<file path="config.mk">
export PLATFORM = sky130hd
export DESIGN_NAME = pipe_addsub
export DESIGN_NICKNAME = d
export VERILOG_FILES = /design/src/rtl/pipe_addsub.sv
export SDC_FILE = /design/constraint.sdc
export NUM_CORES = 1
export LEC_CHECK = 0
export BUFFER_PORTS_ARGS = -buffer_cell sky130_fd_sc_hd__buf_2
export CORE_ASPECT_RATIO = 0.7
export CORE_MARGIN = 3
export CORE_UTILIZATION = 51
export CTS_CLUSTER_SIZE = 10
export DETAILED_ROUTE_END_ITERATION = 8
export GPL_TIMING_DRIVEN = 1
export PLACE_DENSITY_LB_ADDON = 0.12
export SYNTH_ARGS = -nofsm -noshare
export SYNTH_HDL_FRONTEND = slang
export SYNTH_SLANG_ARGS = --single-unit
</file>
<file path="constraint.sdc">
create_clock -name clk -period 1.43 [get_ports clk]
set_clock_uncertainty 0.15 [all_clocks]
set_input_delay 0 -clock clk [delete_from_list [all_inputs] [get_ports clk]]
set_output_delay 0 -clock clk [all_outputs]
set_load 0.02 [all_outputs]
</file>
<file path="src/rtl/pipe_addsub.sv">
// Pipelined WIDTH-bit adder/subtractor with carry/borrow-in and signed overflow flag.
// Each stage resolves one CW-bit chunk. A single enable stalls every stage at once.
module pipe_addsub #(
    parameter int WIDTH  = 8,
    parameter int STAGES = 4
) (
    input  logic             clk,
    input  logic             rst_n,
    input  logic             in_valid,
    output logic             in_ready,
    input  logic [WIDTH-1:0] a,
    input  logic [WIDTH-1:0] b,
    input  logic             cin,
    input  logic             sub,
    output logic             out_valid,
    input  logic             out_ready,
    output logic [WIDTH:0]   result,
    output logic             ovf
);
    localparam int CW = WIDTH / STAGES;

    if (STAGES < 1 || (WIDTH % STAGES) != 0) begin : g_bad_cfg
        $error("pipe_addsub: WIDTH must be a multiple of STAGES");
    end

    function automatic logic signed_ovf(input logic a_msb, input logic b_msb, input logic sum_msb);
        return (a_msb == b_msb) && (sum_msb != a_msb);
    endfunction

    logic             en;
    logic [WIDTH-1:0] b_inv;

    assign en       = !out_valid || out_ready;
    assign in_ready = en;
    assign b_inv    = sub ? ~b : b;

    // acc_p shifts right by one chunk per stage: finished sum chunks enter at the
    // top while the remaining chunks of A drain out of the bottom into the adder.
    for (genvar k = 0; k < STAGES; k++) begin : g_stage
        logic             vld_p;
        logic             sub_p;
        logic             cy_p;
        logic             a_msb_p;
        logic             b_msb_p;
        logic [WIDTH-1:0] acc_p;

        logic             src_vld;
        logic             src_sub;
        logic             src_cy;
        logic             src_a_msb;
        logic             src_b_msb;
        logic [WIDTH-1:0] src_acc;
        logic [CW-1:0]    src_b_chunk;
        logic [CW:0]      chunk_sum;
        logic [WIDTH-1:0] acc_next;

        if (k == 0) begin : g_src
            assign src_vld     = in_valid;
            assign src_sub     = sub;
            assign src_cy      = sub ? ~cin : cin;
            assign src_a_msb   = a[WIDTH-1];
            assign src_b_msb   = b_inv[WIDTH-1];
            assign src_acc     = a;
            assign src_b_chunk = b_inv[CW-1:0];
        end else begin : g_src
            assign src_vld     = g_stage[k-1].vld_p;
            assign src_sub     = g_stage[k-1].sub_p;
            assign src_cy      = g_stage[k-1].cy_p;
            assign src_a_msb   = g_stage[k-1].a_msb_p;
            assign src_b_msb   = g_stage[k-1].b_msb_p;
            assign src_acc     = g_stage[k-1].acc_p;
            assign src_b_chunk = g_stage[k-1].g_rest.b_rest_p[CW-1:0];
        end

        assign chunk_sum = {1'b0, src_acc[CW-1:0]} + {1'b0, src_b_chunk} + (CW+1)'(src_cy);

        if (CW == WIDTH) begin : g_next
            assign acc_next = chunk_sum[CW-1:0];
        end else begin : g_next
            assign acc_next = {chunk_sum[CW-1:0], src_acc[WIDTH-1:CW]};
        end

        // ---- stage k register boundary ----
        always_ff @(posedge clk or negedge rst_n) begin
            if (!rst_n) begin
                vld_p   <= 1'b0;
                sub_p   <= 1'b0;
                cy_p    <= 1'b0;
                a_msb_p <= 1'b0;
                b_msb_p <= 1'b0;
                acc_p   <= '0;
            end else if (en) begin
                vld_p <= src_vld;
                if (src_vld) begin
                    sub_p   <= src_sub;
                    cy_p    <= chunk_sum[CW];
                    a_msb_p <= src_a_msb;
                    b_msb_p <= src_b_msb;
                    acc_p   <= acc_next;
                end
            end
        end

        // Chunks of B' not yet consumed; the store narrows by one chunk per stage.
        if (k < STAGES - 1) begin : g_rest
            localparam int RW = (STAGES - 1 - k) * CW;
            logic [RW-1:0] b_rest_p;
            logic [RW-1:0] src_rest;

            if (k == 0) begin : g_rsrc
                assign src_rest = b_inv[WIDTH-1:CW];
            end else begin : g_rsrc
                assign src_rest = g_stage[k-1].g_rest.b_rest_p[RW+CW-1:CW];
            end

            always_ff @(posedge clk or negedge rst_n) begin
                if (!rst_n) begin
                    b_rest_p <= '0;
                end else if (en && src_vld) begin
                    b_rest_p <= src_rest;
                end
            end
        end
    end

    assign out_valid = g_stage[STAGES-1].vld_p;
    assign result    = {g_stage[STAGES-1].sub_p ^ g_stage[STAGES-1].cy_p, g_stage[STAGES-1].acc_p};
    assign ovf       = signed_ovf(g_stage[STAGES-1].a_msb_p, g_stage[STAGES-1].b_msb_p,
                                  g_stage[STAGES-1].acc_p[WIDTH-1]);

endmodule
</file>
==> run_results.csv <==
group,metric,value,unit
synth,synth_top_family_by_area,"multiplexers",
floorplanning,fp.dieH,65.16,µm
floorplanning,dieArea,5898,µm²
clock_tree,h-tree-depth,3,
clock_tree,clockBufferDepth,2,
synth,syn_inst,189,
clock_tree,cts_tree,"done",
synth,yosysWarnings,0,
synth,synth_top_area_share,56.92,%
sta,timing.fmax,613.4,MHz
synth,ys_seq_elements,58,
power_and_ir_drop,p_per_area,2150,nW/µm²
layout,num-fill-cells,297,
synth,synth_area_leaders,"dfrtp_1 (57%), mux2_2 (15%), fa_1 (6.3%), inv_1 (4.0%), mux2i_1 (3.5%)",
routing,drtAntennaViolNets,0,
grt,overflow,0,
setup_path,path_max_fanout,2,
outcome,status,"complete, but fails checks",
placed_design,port_buffers,33,
setup_path,cpPeakStageDelay,0.52,ns
setup_path,arrival,1.69,ns
setup_path,worstSetupPathType,"flip-flop to flip-flop",
grt,grt_pass1_vias,1856,
setup_path,cpMostUsedCell,"fa_2",
setup_path,cp_slowest_cell,"fa_2",
grt,groute.usage.overall,20.07,%
routing,wl_per_cell,15.99,µm
synth,synth.avg_cell_area,13.49,µm²
routing,drc,0,
grt,grt_pass1_wl,8776,µm
synth,ys_types,21,
worst_hold_path,hold_class,"input port to flip-flop",
synth,synth_compound_area_share,3.778,%
placed_design,place_congestion,0.7664,
floorplanning,start_util,55.68,%
layout,nets,295,
synth,synthMuxAreaShare,19.14,%
run,maxCapViolations,0,
sta,post-route-period-util,114.0,%
sta,final.min_clock_period,1.630,ns
power_and_ir_drop,worst_ir_drop_vdd,0.0009369,V
sta,setup_ws,-0.2004,ns
floorplanning,core,4579,µm²
setup_path,required,1.49,ns
routing,routed_via_density,4.985,
setup_path,path_cells,"inv_2 -> fa_2 -> fa_2 -> mux2i_1",
layout,antenna_cells,0,
sta,finalHoldViolations,0,
floorplanning,num_rows,20,
synth,syn_area,2550,µm²
clock_tree,clk_latency,0.34,ns
clock_tree,clock_sinks,58,
power_and_ir_drop,p_total,7.303,mW
sta,slew_viol_final,0,
routing,wl,5357,µm
floorplanning,io_pins,34,
synth,yosys.area.top_type,"dfrtp_1",
setup_path,end_kind,"flip-flop",
outcome,violations,"negative setup slack",
sta,slew_headroom,79.64,%
layout,final_util,74.18,%
layout,drive_gt1_share,48.33,%
clock_tree,cts_buffers,9,
synth,synthesis.nets,219,
routing,num_vias,1670,
routing,drt_first_iter_violations,120,
grt,antenna_found_initial,0,
synth,synthAdderAreaFrac,6.281,%
placed_design,dp_hpwl,3307,µm
sta,tightestPinTransition,0.3053,ns
synth,ys_seq_area_share,56.92,%
grt,grt_max_degree,59,
routing,drt_first_pass_iters,4,
clock_tree,root_buffer,"clkbuf_8",
clock_tree,path_clk_slew,0.06,ns
floorplanning,chipWidth,90.52,µm
synth,synthXorXnorAreaFrac,3.435,%
setup_path,crit_path_start_kind,"flip-flop",
sta,setup_viol,12,
sta,rsz0062_at_grt,"true",
power_and_ir_drop,p_leak,1.643,nW
layout,area_growth_syn_to_layout,33.22,%
synth,yosys.area_share.simple,3.386,%
[cells in the mapped netlist (all sizes together)]
cell    number
mux2i        9
inv         27
dfrtp       58
mux2        35
xnor2        6
or3          1
nand3        5
a21oi        9
buf          9
and2         1
nand2        6
xor2         4
o21ai        9
fa           8
nand2b       1
a31oi        1
[layout by cell type (no fill, tap or decap), types with 2 or more instances in the layout]
cell type      Yosys  routed
fa_2               0       7
buf_6              5       5
nand3_1            5       5
nand2_1            4       3
buf_2              3      31
mux2_2            34      24
and2_4             1       2
xnor2_1            6       5
buf_4              1      20
a21oi_2            0       2
a21oi_1            9       7
inv_1             27      21
xor2_1             4       4
clkbuf_8           0      13
o21ai_0            9       7
o21ai_1            0       2
mux2i_1            9       9
dfrtp_1           58      57
mux2_4             1      11
inv_2              0       6
dlygate4sd3_1      0      16
[through the flow]
stage	hold slack [ns]	setup WS, ns	area (µm²)	TNS (ns)	std cells
3_5_place_dp	-0.1284	-0.2517	2895	-1.094	295
6_report	0.02866	-0.2004	3397	-0.8756	335
3_3_place_gp	-0.1302	-0.1753	2895	-0.7653	295
4_1_cts	0.01002	-0.1841	3301	-0.7658	332
2_1_floorplan	-0.4456	-0.1548	2604	-0.5966	189
5_1_grt	0.05334	-0.2320	3397	-1.399	335
[critical path: cells and delay by family, from the launching register on]
family / cells / cell delay (ns)
adder cells (fa/ha/maj): 2 / 0.90
buffers and inverters: 1 / 0.05
flip-flops: 1 / 0.34
multiplexers: 1 / 0.07
[what timing repair did]
action                                  CTS  global route
endpoints found under the setup margin   21            23
setup buffers                             5             3
gates resized for setup                   6            21
hold buffers                             16             0
cloned                                    1             0
pin swaps                                 2             3
endpoints found under the hold margin    73             0
[registers in the layout (all words and copies together) (netlist names)]
| register | flops |
|---|---|
| g_stage.sub_p | 4 |
| g_stage.a_msb_p | 1 |
| g_stage.acc_p | 32 |
| g_stage.vld_p | 3 |
| out_valid | 1 |
| g_stage.cy_p | 4 |
| g_stage.g_rest.b_rest_p | 9 |
| g_stage.b_msb_p | 4 |
[worst paths after layout]
kind	start	to	slack, ns	cells past startpoint
worst max-delay path	g_stage[0].g_rest.b_rest_p[0]$_DFFE_PN0P_	g_stage[1].acc_p[7]$_DFFE_PN0P_	-0.20	4
worst min-delay path	sub	g_stage[0].b_msb_p$_DFFE_PN0P_	0.03	4
worst max register to register	g_stage[0].g_rest.b_rest_p[0]$_DFFE_PN0P_	g_stage[1].acc_p[7]$_DFFE_PN0P_	-0.20	4
worst min register to register	g_stage[3].acc_p[3]$_DFFE_PN0P_	g_stage[3].acc_p[3]$_DFFE_PN0P_	0.35	1
max in group asynchronous	rst_n	out_valid$_DFFE_PN0N_	0.81	3
min in group asynchronous	rst_n	g_stage[0].sub_p$_DFFE_PN0P_	0.05	3
[layer usage]
| layer | up-vias | routed length (µm) | GRT usage (%) |
|---|---|---|---|
| met1 | 856 | 2290 | 24.21 |
| met4 | 0 | 69 | 8.779 |
| met2 | 42 | 2721 | 32.96 |
| met3 | 9 | 276 | 7.208 |
| li1 | 763 | - | - |
| met5 | - | 0 | 0 |
[power breakdown]
| part | switching [mW] | internal [mW] | total [mW] | leakage [nW] |
|---|---|---|---|---|
| Clock | 0.604 | 0.809 | 1.41 | 0.0948 |
| Combinational | 1.42 | 1.62 | 3.04 | 0.875 |
| Sequential | 0.436 | 2.41 | 2.85 | 0.673 |
| Total | 2.46 | 4.84 | 7.30 | 1.64 |
[layout make-up]
cell class | count | area [µm²] | share of cell area [%]
tap | 66 | 82.58 | 2.431
clock buffer | 14 | 182.7 | 5.378
sequential | 58 | 1453 | 42.76
multi-input combinational | 96 | 1028 | 30.28
inverter | 27 | 101.3 | 2.983
clock inverter | 1 | 7.507 | 0.2210
timing repair buffer | 73 | 541.8 | 15.95
[kinds of logic after synthesis]
logic type      Yosys count
simple gates             14
xor+xnor                 10
flops                    58
mux                      44
buf+inv                  36
fa+ha+maj                 8
compound gates           19
Power figures use the tool's default switching activity.
